$ cat src/rtl/compactador_constante.sv
// compactador_constante
//
// Immediate compactor. Takes 16-bit data literals or jump offsets and picks
// the smallest constant-extender format that re-expands to the exact value.
// The result is the 3-bit extender control code plus the 12-bit constant
// field. A data literal that fits no single format is emitted as two beats:
// a high byte (code 010) followed by a low byte (code 001). The downstream
// side ORs the two expanded results back together.
//
// Optional feature macro: COMPACTADOR_SPLIT_EN
//   defined   - two-beat high/low split for data literals that fit no format
//   undefined - such literals produce a single error beat
//
// Handshake: a beat moves across an interface on a rising clock edge where
// its valid and ready are both high. valid, once raised, stays high and the
// payload stays stable until that transfer happens.
//
// Ports
//   clock         in   rising-edge clock
//   reset         in   synchronous, active-high
//   valor[15:0]   in   value to compact
//   tipo          in   0 = data literal, 1 = jump offset
//   valor_valido  in   input beat valid
//   pronto        out  input ready
//   controle[2:0] out  extender control code
//   constante[11:0] out constant field
//   saida_valida  out  output beat valid
//   saida_pronta  in   downstream ready
//   ultimo        out  last beat of the current value
//   erro          out  value not representable
module compactador_constante (
    input  logic        clock,
    input  logic        reset,
    input  logic [15:0] valor,
    input  logic        tipo,
    input  logic        valor_valido,
    output logic        pronto,
    output logic [2:0]  controle,
    output logic [11:0] constante,
    output logic        saida_valida,
    input  logic        saida_pronta,
    output logic        ultimo,
    output logic        erro
);

`ifdef COMPACTADOR_SPLIT_EN
    typedef enum logic [1:0] {VAZIO = 2'd0, UNICO = 2'd1, ALTO = 2'd2, BAIXO = 2'd3} estado_t;
`else
    typedef enum logic [1:0] {VAZIO = 2'd0, UNICO = 2'd1, ALTO = 2'd2} estado_t;
`endif

    estado_t     estado, estado_prox;
    logic        valida_r, valida_prox;
    logic [2:0]  controle_r, controle_prox;
    logic [11:0] constante_r, constante_prox;
    logic        ultimo_r, ultimo_prox;
    logic        erro_r, erro_prox;
`ifdef COMPACTADOR_SPLIT_EN
    logic [7:0]  baixo_r, baixo_prox;
`endif

    // Format chosen for the value currently on the input.
    logic [2:0]  cls_controle;
    logic [11:0] cls_constante;
    logic        cls_erro;
    logic        cls_divide;

    logic aceita;
    logic transfere;
    logic pode_substituir;

    always_comb begin
        cls_controle  = 3'b111;
        cls_constante = 12'h000;
        cls_erro      = 1'b1;
        cls_divide    = 1'b0;
        if (!tipo) begin
            if (valor[15:11] == {5{valor[10]}}) begin
                cls_controle  = 3'b000;
                cls_constante = {1'b0, valor[10:0]};
                cls_erro      = 1'b0;
            end else if (valor[15:12] == 4'h0) begin
                cls_controle  = 3'b001;
                cls_constante = valor[11:0];
                cls_erro      = 1'b0;
            end else if (valor[7:0] == 8'h00) begin
                cls_controle  = 3'b010;
                cls_constante = {4'h0, valor[15:8]};
                cls_erro      = 1'b0;
            end else begin
`ifdef COMPACTADOR_SPLIT_EN
                // High beat first; the low byte is parked for the second beat.
                cls_controle  = 3'b010;
                cls_constante = {4'h0, valor[15:8]};
                cls_erro      = 1'b0;
                cls_divide    = 1'b1;
`endif
            end
        end else begin
            if (valor[15:8] == {8{valor[7]}}) begin
                cls_controle  = 3'b011;
                cls_constante = {4'h0, valor[7:0]};
                cls_erro      = 1'b0;
            end else if (valor[15:12] == {4{valor[11]}}) begin
                cls_controle  = 3'b100;
                cls_constante = valor[11:0];
                cls_erro      = 1'b0;
            end
        end
    end

    // A held final beat may be replaced in the same cycle it leaves.
`ifdef COMPACTADOR_SPLIT_EN
    assign pode_substituir = (estado == UNICO) || (estado == BAIXO);
`else
    assign pode_substituir = (estado == UNICO);
`endif

    assign pronto    = !reset && ((estado == VAZIO) || (pode_substituir && saida_pronta));
    assign aceita    = valor_valido && pronto;
    assign transfere = valida_r && saida_pronta;

    always_comb begin
        estado_prox    = estado;
        valida_prox    = valida_r;
        controle_prox  = controle_r;
        constante_prox = constante_r;
        ultimo_prox    = ultimo_r;
        erro_prox      = erro_r;
`ifdef COMPACTADOR_SPLIT_EN
        baixo_prox     = baixo_r;
`endif
        if (aceita) begin
            // Only reachable from VAZIO or a final beat that is leaving now.
            estado_prox    = cls_divide ? ALTO : UNICO;
            valida_prox    = 1'b1;
            controle_prox  = cls_controle;
            constante_prox = cls_constante;
            ultimo_prox    = !cls_divide;
            erro_prox      = cls_erro;
`ifdef COMPACTADOR_SPLIT_EN
            baixo_prox     = valor[7:0];
`endif
        end else if (transfere) begin
            case (estado)
`ifdef COMPACTADOR_SPLIT_EN
                ALTO: begin
                    estado_prox    = BAIXO;
                    controle_prox  = 3'b001;
                    constante_prox = {4'h0, baixo_r};
                    ultimo_prox    = 1'b1;
                    erro_prox      = 1'b0;
                end
`endif
                default: begin
                    estado_prox = VAZIO;
                    valida_prox = 1'b0;
                end
            endcase
        end
    end

    always_ff @(posedge clock) begin
        if (reset) begin
            estado      <= VAZIO;
            valida_r    <= 1'b0;
            controle_r  <= 3'b000;
            constante_r <= 12'h000;
            ultimo_r    <= 1'b0;
            erro_r      <= 1'b0;
`ifdef COMPACTADOR_SPLIT_EN
            baixo_r     <= 8'h00;
`endif
        end else begin
            estado      <= estado_prox;
            valida_r    <= valida_prox;
            controle_r  <= controle_prox;
            constante_r <= constante_prox;
            ultimo_r    <= ultimo_prox;
            erro_r      <= erro_prox;
`ifdef COMPACTADOR_SPLIT_EN
            baixo_r     <= baixo_prox;
`endif
        end
    end

    assign saida_valida = valida_r;
    assign controle     = controle_r;
    assign constante    = constante_r;
    assign ultimo       = ultimo_r;
    assign erro         = erro_r;

endmodule

$ cat config.mk
export PLATFORM = sky130hd
export DESIGN_NAME = compactador_constante
export DESIGN_NICKNAME = d
export VERILOG_FILES = /design/src/rtl/compactador_constante.sv
export SDC_FILE = /design/constraint.sdc
export NUM_CORES = 1
export LEC_CHECK = 0
export BUFFER_PORTS_ARGS = -buffer_cell sky130_fd_sc_hd__buf_2
export CAP_MARGIN = 15
export CORE_ASPECT_RATIO = 1.4
export CORE_MARGIN = 8
export CORE_UTILIZATION = 44
export CTS_CLUSTER_SIZE = 16
export DETAILED_ROUTE_END_ITERATION = 16
export HOLD_SLACK_MARGIN = 0.05
export PLACE_DENSITY = 0.76
export SETUP_SLACK_MARGIN = 0.02
export SLEW_MARGIN = 10
export SYNTH_ARGS = -nofsm -noshare
export SYNTH_HDL_FRONTEND = slang
export SYNTH_SLANG_ARGS = --single-unit
$ cat constraint.sdc
create_clock -name clock -period 4.6 [get_ports clock]
set_clock_uncertainty 0.2 [all_clocks]
set_input_delay 0.92 -clock clock [delete_from_list [all_inputs] [get_ports clock]]
set_output_delay 0.92 -clock clock [all_outputs]
set_load 0.05 [all_outputs]
# == Yosys cells after proc, flatten, opt, wreduce, memory -nomap -nowiden ==
# Cells that the tools add are included.
# word_totals
register_bits,19
inputBits,21
word_cells,41
# classes
eq_ne,3
muxes,22
n_reduce_logical,10
# ops
cell,n
two-way mux 12 bit,5
two-way mux 3 bit,5
two-way mux 1 bit,10
equality test 8 bit,1
zero test 8 bit,1
two-way mux 8 bit,1
equality test 5 bit,1
equality test 4 bit,1
logical AND 1 bit,4
zero test 4 bit,1
zero test 2 bit,1
two-way mux 2 bit,1
nonzero test 2 bit,1
zero test 1 bit,1
logical OR 1 bit,1

# == Longest topological paths before layout ==
# Gate-level depths: netlist of run 1.
# logic_depth
ltp_word,5
depth_mapped,7

# == Worst setup path after synthesis of run 1 ==
# Ideal clock, no wire load.
# synth_timing
path_kind,input to output
start,input port saida_pronta
end,output port pronto
arrival_time_ns,1.605
t_required_ns,3.480
slack_ns,1.875
stages,2
cell_sequence,nor2b_1 nor2_1
# synth_between
elab_chain_len,3
# synth_rtl
item,line,rtl
from (decl),41,"input logic saida_pronta,"
logical AND 1 bit,119,assign pronto = !reset && ((estado == VAZIO) || (pode_substituir && saida_pronta));
logical OR 1 bit,119,
logical AND 1 bit,119,
to (decl),37,"output logic pronto,"
# Every way passes these cells.

# == Worst setup path in the final report of run 1 ==
# layout_timing
start,input port reset
end,output port pronto
# layout_between
elab_chain_len,2
# layout_rtl
item,line,rtl
from (decl),33,"input logic reset,"
zero test 1 bit,119,
logical AND 1 bit,119,
# Every way passes these cells.

==> impl_metrics.csv, run 1 <==
group,metric,value,unit
global_route,grt_pass1_wl,4000,µm
clock_network,cts_buffer_count,3,
synthesis,synth.yosys.seq_area_share,40.5,%
die,die-area,3740,µm²
power_and_ir_drop,overall_power_of_the_completed_layout,0.340,mW
critical_path,timing.critical_path.from_type,"input pin",
final_layout,post-route-util,57.5,%
synthesis,ys_types,33,
die,floorplan.die.height,69.2,µm
clock_network,h-tree-depth,1,
status,result_of_the_run,"finished clean",
synthesis,synthTopCellsByCount,"sky130_fd_sc_hd__nand2_1 (19), sky130_fd_sc_hd__dfxtp_1 (18), sky130_fd_sc_hd__nor2_1 (13), sky130_fd_sc_hd__o21ai_1 (11)",
route,detail_route.drc_violations,0,
power_and_ir_drop,power_frac_comb,22.4,%
critical_path,worstPathArrival,1.43,ns
route,route.vias.total,949,
synthesis,post_synth_main_area_contributors,"sky130_fd_sc_hd__dfxtp_1 (41%), sky130_fd_sc_hd__nand2_1 (8.0%), sky130_fd_sc_hd__o21ai_1 (6.2%)",
timing,final.min_clock_period,2.55,ns
synthesis,postSynthRegisterBits,18,
final_layout,post_layout_nonfiller_instances,170,
clock_network,postCtsResizedCells,0,
critical_path,r2r_path_start,"estado[0]$_SDFFE_PP0P_",
power_and_ir_drop,power_density,304,nW/µm²
final_layout,fin_area,1120,µm²
die,core_area,1950,µm²
final_layout,finish.net_count,171,
timing,setup_repair_after_global_routing_missed_its_margin,"false",
synthesis,netlist.top_cell.by_area,"sky130_fd_sc_hd__dfxtp_1",
clock_network,worstSkewPairLatency,0.30,ns
synthesis,synth_flop_cell,"sky130_fd_sc_hd__dfxtp_1",
critical_path,critPathRequiredTime,3.48,ns
die,std_cell_rows,19,
power_and_ir_drop,cellLeakagePower,0.510,nW
critical_path,setup.worst_path.class,"input pin to output pin",
final_layout,n_antenna_cell,0,
place,portBuffers,39,
global_route,initial_antenna_violation_count,0,
global_route,first_global_vias,936,
global_route,grt.overflow.total,0,
min_path,hold_path_depth,2,
critical_path,critPathCaptureType,"output pin",
power_and_ir_drop,switching_power,0.107,mW
synthesis,syn-cell-area,890,µm²
clock_network,post_cts_hold_buffer_count,0,
global_route,track_usage,13.4,%
route,drt-initial-drc-count,18,
route,post_drt_wl_per_cell,13.9,µm
synthesis,synth_enable_flop_cells,0,
timing,fin_worst_hold_slack,0.256,ns
critical_path,maximum_fanout_along_the_worst_path,7,
flow_run,maxCapViolations,0,
final_layout,layout-area-overhead-vs-synth,26.0,%
place,gp_routability_congestion,0.890,
global_route,pin_count_of_the_biggest_net_entering_global_routing,14,
clock_network,cts_tree,"done",
timing,max_slew_margin,46.9,%
route,avgViaCountPerCell,5.58,
clock_network,cts_root_buffer_type,"sky130_fd_sc_hd__clkbuf_4",
timing,setup_slack,2.05,ns
timing,max_slew.worst_pin.slew,0.793,ns
power_and_ir_drop,power_frac_seq,48.7,%
clock_network,max-clock-path-buffers,2,
timing,post_route_setup_tns,0,ns
synthesis,postSynthCellCount,112,
die,ioPinCount,40,
clock_network,cts.sinks,18,
route,detail_route.first_pass.iterations,4,
die,initial_utilization,45.6,%
min_path,hold_path_class,"register to register",
synthesis,mean_syn_cell_area,7.94,µm²
place,placed_cell_area,1080,µm²
synthesis,count_of_synthesis_stage_warnings_from_yosys,0,
power_and_ir_drop,swShare,31.5,%
place,place_ws,1.79,ns
min_path,holdPathEnd,"constante[4]$_SDFFE_PP0P_",
timing,max_freq,0.392,GHz
timing,final_hold_viol_count,0,
clock_network,cts.clk_slew.worst_paths,0.10,ns
timing,finalSetupViolations,0,
synthesis,synthMostInstantiatedCell,"sky130_fd_sc_hd__nand2_1",
timing,maxSlewViolCount,0,
route,final_antenna_net_count,0,
critical_path,worst_r2r_path_depth,4,
critical_path,rr_endpoint,"constante[1]$_SDFFE_PP0P_",
place,dpl.hpwl,1960,µm
timing,period_share,55.5,%
synthesis,synth_largest_type_area_fraction,40.5,%
synthesis,postSynthNetCount,133,
final_layout,layout_cells_sized_above_1,32.9,%
power_and_ir_drop,p_int,0.233,mW
min_path,hp-start,"constante[4]$_SDFFE_PP0P_",
critical_path,rrSetupSlack,2.94,ns
power_and_ir_drop,peakVddDrop,0.197,mV
power_and_ir_drop,power.share.clock,28.9,%
die,die-width,54,µm
route,totalWireLength,2370,µm
place,placed_cells,166,
clock_network,cts_setup_buffers,0,
synthesis,asyncSetResetFlopFracSynth,0,%
final_layout,n_fill_cell,181,
-- critical path, stage by stage --
cell	delay, ns
sky130_fd_sc_hd__buf_2	0.15
sky130_fd_sc_hd__nor2_1	0.10
sky130_fd_sc_hd__buf_2	0.26
-- power groups by stage --
stage	clock network (mW)	logic (mW)	registers, mW
6_report	0.0983	0.0763	0.166
5_1_grt	0.108	0.0829	0.167
4_1_cts	0.103	0.0769	0.166
3_5_place_dp	0	0.0767	0.169
3_3_place_gp	0	0.0753	0.169
2_1_floorplan	0	0.0293	0.193
-- cell type report --
class / count / area [µm²] / share of cell area [%]
Sequential cell: 18 / 360 / 32.1
Inverter: 2 / 7.51 / 0.670
Clock buffer: 4 / 36.3 / 3.24
Timing Repair Buffer: 39 / 195 / 17.4
Tap cell: 21 / 26.3 / 2.34
Multi-Input combinational cell: 86 / 495 / 44.2
-- cells by family after synthesis --
kind of cell | count (synthesis) | share of synthesized area [%]
simple gates | 51 | 27.7
compound gates | 32 | 24.5
flops | 18 | 40.5
buf+inv | 8 | 3.80
mux | 3 | 3.52
-- cells in the final DEF, fill, tap and decap left out, types with 2 or more instances in the layout --
cell                       instances
sky130_fd_sc_hd__dfxtp_1          18
sky130_fd_sc_hd__nand2_1          19
sky130_fd_sc_hd__a22oi_1           4
sky130_fd_sc_hd__or4_1             4
sky130_fd_sc_hd__clkbuf_4          3
sky130_fd_sc_hd__a21oi_1           4
sky130_fd_sc_hd__nand3_1           3
sky130_fd_sc_hd__nand4_1           3
sky130_fd_sc_hd__a22o_1            4
sky130_fd_sc_hd__buf_2            39
sky130_fd_sc_hd__o21ai_1          11
sky130_fd_sc_hd__o21ai_0           2
sky130_fd_sc_hd__nor2_1           13
sky130_fd_sc_hd__mux2i_1           2
-- flip-flops by register name (all words and copies together) (netlist names) --
register and cells:
constante 12, controle 3, erro 1, estado 1, ultimo 1
-- worst max-delay path by stage --
stage | to | cells after the start | slack [ns] | from
after floorplan | pronto | 2 | 1.87 | saida_pronta
after global placement | constante[2]$_SDFFE_PP0P_ | 5 | 1.80 | valor[12]
after detailed placement | controle[2]$_SDFFE_PP0P_ | 6 | 1.79 | valor[12]
after CTS | pronto | 3 | 2.04 | reset
after global routing | controle[2]$_SDFFE_PP0P_ | 6 | 1.95 | valor[12]
final | pronto | 3 | 2.05 | reset
-- per-layer routing --
metal	vias up	global-route usage (%)	share of wire, %
met5	-	0	0
li1	483	-	-
met4	0	5.49	1.7
met2	29	23.4	52
met1	432	14.0	39
met3	5	3.43	7.4
(Power assumes the default switching activity.)
==> run 2: changes to the inputs <==
--- a/config.mk
+++ b/config.mk
@@ -5,6 +5,7 @@
 export SDC_FILE = /design/constraint.sdc
 export NUM_CORES = 1
 export LEC_CHECK = 0
+export ABC_AREA = 1
 export BUFFER_PORTS_ARGS = -buffer_cell sky130_fd_sc_hd__buf_2
 export CAP_MARGIN = 15
 export CORE_ASPECT_RATIO = 1.4
@@ -13,7 +14,7 @@
 export CTS_CLUSTER_SIZE = 16
 export DETAILED_ROUTE_END_ITERATION = 16
 export HOLD_SLACK_MARGIN = 0.05
-export PLACE_DENSITY = 0.76
+export PLACE_DENSITY = 0.73
 export SETUP_SLACK_MARGIN = 0.02
 export SLEW_MARGIN = 10
 export SYNTH_ARGS = -nofsm -noshare
==> constraint.sdc (replaced) <==
create_clock -name clock -period 2.6 [get_ports clock]
set_clock_uncertainty 0.2 [all_clocks]
set_input_delay 0.52 -clock clock [delete_from_list [all_inputs] [get_ports clock]]
set_output_delay 0.52 -clock clock [all_outputs]
set_load 0.05 [all_outputs]
==> run 2 against run 1 <==
- design area increased by 17%
- sequential power increased by 78%
- combinational power increased by 140%
- sequential cell count unchanged
- cell count increased by 39%
- wire length increased by 24%
- clock power increased by 72%
- largest power group unchanged
==> impl_metrics.csv, run 2 <==
group,metric,value,unit
clock_network,worstSkewPairLatency,0.29,ns
global_route,grt_pass1_wl,5000,µm
synthesis,yosys.area_share.simple,45.7,%
critical_path,cell_family_with_most_cp_delay,"buffers and inverters",
synthesis,netlist.top_cell.by_area,"sky130_fd_sc_hd__dfxtp_1",
synthesis,synthMuxAreaShare,0,%
final_layout,post_layout_nonfiller_instances,236,
power_and_ir_drop,cellLeakagePower,0.716,nW
synthesis,synth.yosys.seq_area_share,33.5,%
final_layout,largest_register_ff_count,12,
synthesis,synth_enable_flop_cells,0,
critical_path,timing.critical_path.cells,"buf_2 -> inv_2 -> nand2_2 -> inv_1 -> buf_2",
clock_network,h-tree-depth,1,
timing,max_slew.worst_pin.slew,0.371,ns
route,drt-initial-drc-count,56,
critical_path,critPathCaptureType,"output pin",
critical_path,maximum_fanout_along_the_worst_path,6,
final_layout,layout.cells.most_common_list,"sky130_fd_sc_hd__nand2_1 (65), sky130_fd_sc_hd__buf_2 (39), sky130_fd_sc_hd__nor2_1 (23)",
min_path,hold_path_class,"register to register",
synthesis,postSynthCellCount,174,
timing,setup_repair_after_global_routing_missed_its_margin,"false",
flow_run,maxCapViolations,0,
place,gp_routability_congestion,0.957,
die,initial_utilization,45.5,%
clock_network,cts.sinks,18,
clock_network,max-clock-path-buffers,2,
die,core_area,2360,µm²
timing,final.min_clock_period,1.84,ns
synthesis,syn-cell-area,1080,µm²
power_and_ir_drop,power_density,492,nW/µm²
critical_path,worstPathArrival,1.12,ns
final_layout,n_fill_cell,264,
timing,fin_worst_hold_slack,0.255,ns
critical_path,critPathRequiredTime,1.88,ns
synthesis,synth_flop_cell,"sky130_fd_sc_hd__dfxtp_1",
die,ioPinCount,40,
power_and_ir_drop,peakVddDrop,0.185,mV
critical_path,slowest_delay,0.25,ns
die,die-width,57.8,µm
status,result_of_the_run,"finished clean",
global_route,first_global_vias,1192,
timing,post_route_setup_tns,0,ns
synthesis,synth_top_family_by_area,"simple AND/OR/NAND/NOR gates",
synthesis,synthTopCellsByCount,"sky130_fd_sc_hd__nand2_1 (65), sky130_fd_sc_hd__nor2_1 (23), sky130_fd_sc_hd__dfxtp_1 (18), sky130_fd_sc_hd__nand3_1 (16), sky130_fd_sc_hd__inv_1 (12)",
route,detail_route.first_pass.iterations,4,
final_layout,layout-area-overhead-vs-synth,22.0,%
place,placed_cells,232,
synthesis,synthMostInstantiatedCell,"sky130_fd_sc_hd__nand2_1",
synthesis,postSynthRegisterBits,18,
place,portBuffers,39,
global_route,track_usage,14.6,%
final_layout,mostFrequentLayoutCell,"sky130_fd_sc_hd__nand2_1",
clock_network,cts.clk_slew.worst_paths,0.10,ns
synthesis,postSynthNetCount,195,
clock_network,cts_tree,"done",
critical_path,critical_path.slowest_cell,"sky130_fd_sc_hd__buf_2",
global_route,pin_count_of_the_biggest_net_entering_global_routing,18,
route,avgViaCountPerCell,5.25,
final_layout,n_antenna_cell,0,
timing,max_freq,0.544,GHz
synthesis,ys_types,20,
die,die-area,4310,µm²
critical_path,timing.critical_path.from_type,"input pin",
clock_network,cts_root_buffer_type,"sky130_fd_sc_hd__clkbuf_4",
clock_network,postCtsResizedCells,0,
route,post_drt_wl_per_cell,12.5,µm
route,final_antenna_net_count,0,
synthesis,xor_and_xnor_fraction_of_the_mapped_netlist_area,0,%
final_layout,finish.net_count,235,
route,totalWireLength,2950,µm
global_route,grt.overflow.total,0,
synthesis,mean_syn_cell_area,6.18,µm²
timing,maxSlewViolCount,0,
timing,period_share,70.7,%
critical_path,setup.worst_path.class,"input pin to output pin",
global_route,initial_antenna_violation_count,0,
route,detail_route.drc_violations,0,
synthesis,synth_adder_area_share,0,%
clock_network,cts_setup_buffers,0,
synthesis,asyncSetResetFlopFracSynth,0,%
clock_network,cts_buffer_count,3,
die,floorplan.die.height,74.5,µm
critical_path,dominant_cell_type_by_count_on_the_critical_path,"sky130_fd_sc_hd__buf_2",
timing,max_slew_margin,75.3,%
timing,final_hold_viol_count,0,
timing,finalSetupViolations,0,
final_layout,layout_cells_sized_above_1,29.1,%
die,std_cell_rows,21,
route,route.vias.total,1239,
synthesis,count_of_synthesis_stage_warnings_from_yosys,0,
synthesis,post_synth_main_area_contributors,"sky130_fd_sc_hd__dfxtp_1 (33%), sky130_fd_sc_hd__nand2_1 (23%), sky130_fd_sc_hd__nor2_1 (8.0%)",
clock_network,post_cts_hold_buffer_count,0,
critical_path,crit_buf_inv,4,
place,dpl.hpwl,2410,µm
synthesis,synth_compound_gate_area_share,12.3,%
synthesis,synth_largest_type_area_fraction,33.5,%
==> run 2: cell types whose count changed after synthesis, moves of 5 or more <==
cell                      before  now
sky130_fd_sc_hd__o21ai_1      11    2
sky130_fd_sc_hd__nand2_1      19   65
sky130_fd_sc_hd__inv_1         1   12
sky130_fd_sc_hd__nand3_1       3   16
sky130_fd_sc_hd__nor2_1       13   23
sky130_fd_sc_hd__a21oi_2       1    6
==> run 2: metal layers <==
metal	global-route usage [%]	wire length, µm
met1	15.7	1180
met2	24.6	1460
met3	3.11	220
met4	10.7	80
met5	0	0
==> run 2: layout make-up <==
type	count	area [µm²]	area share, %
flip-flops and latches	18	360	27.5
inverters	16	60.1	4.58
well taps	23	28.8	2.19
clock buffers	4	36.3	2.76
multi-input cells	135	624	47.6
repair buffers	40	203	15.4
==> run 2: cells by family (layout without fill, tap and decap cells) <==
group / Yosys count / after routing
and+or+nand+nor: 115 / 115
DFF: 18 / 18
AOI/OAI and AO/OA: 20 / 20
buffers and inverters: 21 / 60
==> run 2: where the power goes <==
group / total, mW / switching, mW / internal, mW
Sequential: 0.296 / 0.00623 / 0.290
Clock: 0.169 / 0.0839 / 0.0854
Combinational: 0.181 / 0.132 / 0.0487
==> run 2: path summary, 6_finish.rpt <==
check,from,to,slack (ns),depth (start not counted)
setup reg to reg,estado[0]$_SDFFE_PP0P_,constante[9]$_SDFFE_PP0P_,1.16,9
setup / recovery,reset,pronto,0.76,5
hold / removal,ultimo$_SDFFE_PP0P_,ultimo$_SDFFE_PP0P_,0.25,2
hold reg to reg,ultimo$_SDFFE_PP0P_,ultimo$_SDFFE_PP0P_,0.25,2
==> run 2: worst register-to-register path: stages (launching register included) <==
cell and delay [ns]:
sky130_fd_sc_hd__dfxtp_1 0.32, sky130_fd_sc_hd__nand2_1 0.09, sky130_fd_sc_hd__nand2_2 0.07, sky130_fd_sc_hd__nor2_4 0.15
sky130_fd_sc_hd__nand2_1 0.07, sky130_fd_sc_hd__nor2_1 0.09, sky130_fd_sc_hd__nand2_1 0.07, sky130_fd_sc_hd__nand2_2 0.10
sky130_fd_sc_hd__nand3_1 0.10, sky130_fd_sc_hd__a21oi_1 0.13
==> run 2: through the flow <==
step | utilization, % | setup slack (ns) | cell area [µm²] | total power [mW]
5_1_grt | 55.5 | 0.711 | 1310 | 0.687
4_1_cts | 55.5 | 0.752 | 1310 | 0.653
6_report | 55.5 | 0.761 | 1310 | 0.646
2_1_floorplan | - | 0.814 | 1080 | 0.430
3_5_place_dp | 54.0 | 0.594 | 1280 | 0.482
3_3_place_gp | 54.0 | 0.685 | 1280 | 0.478
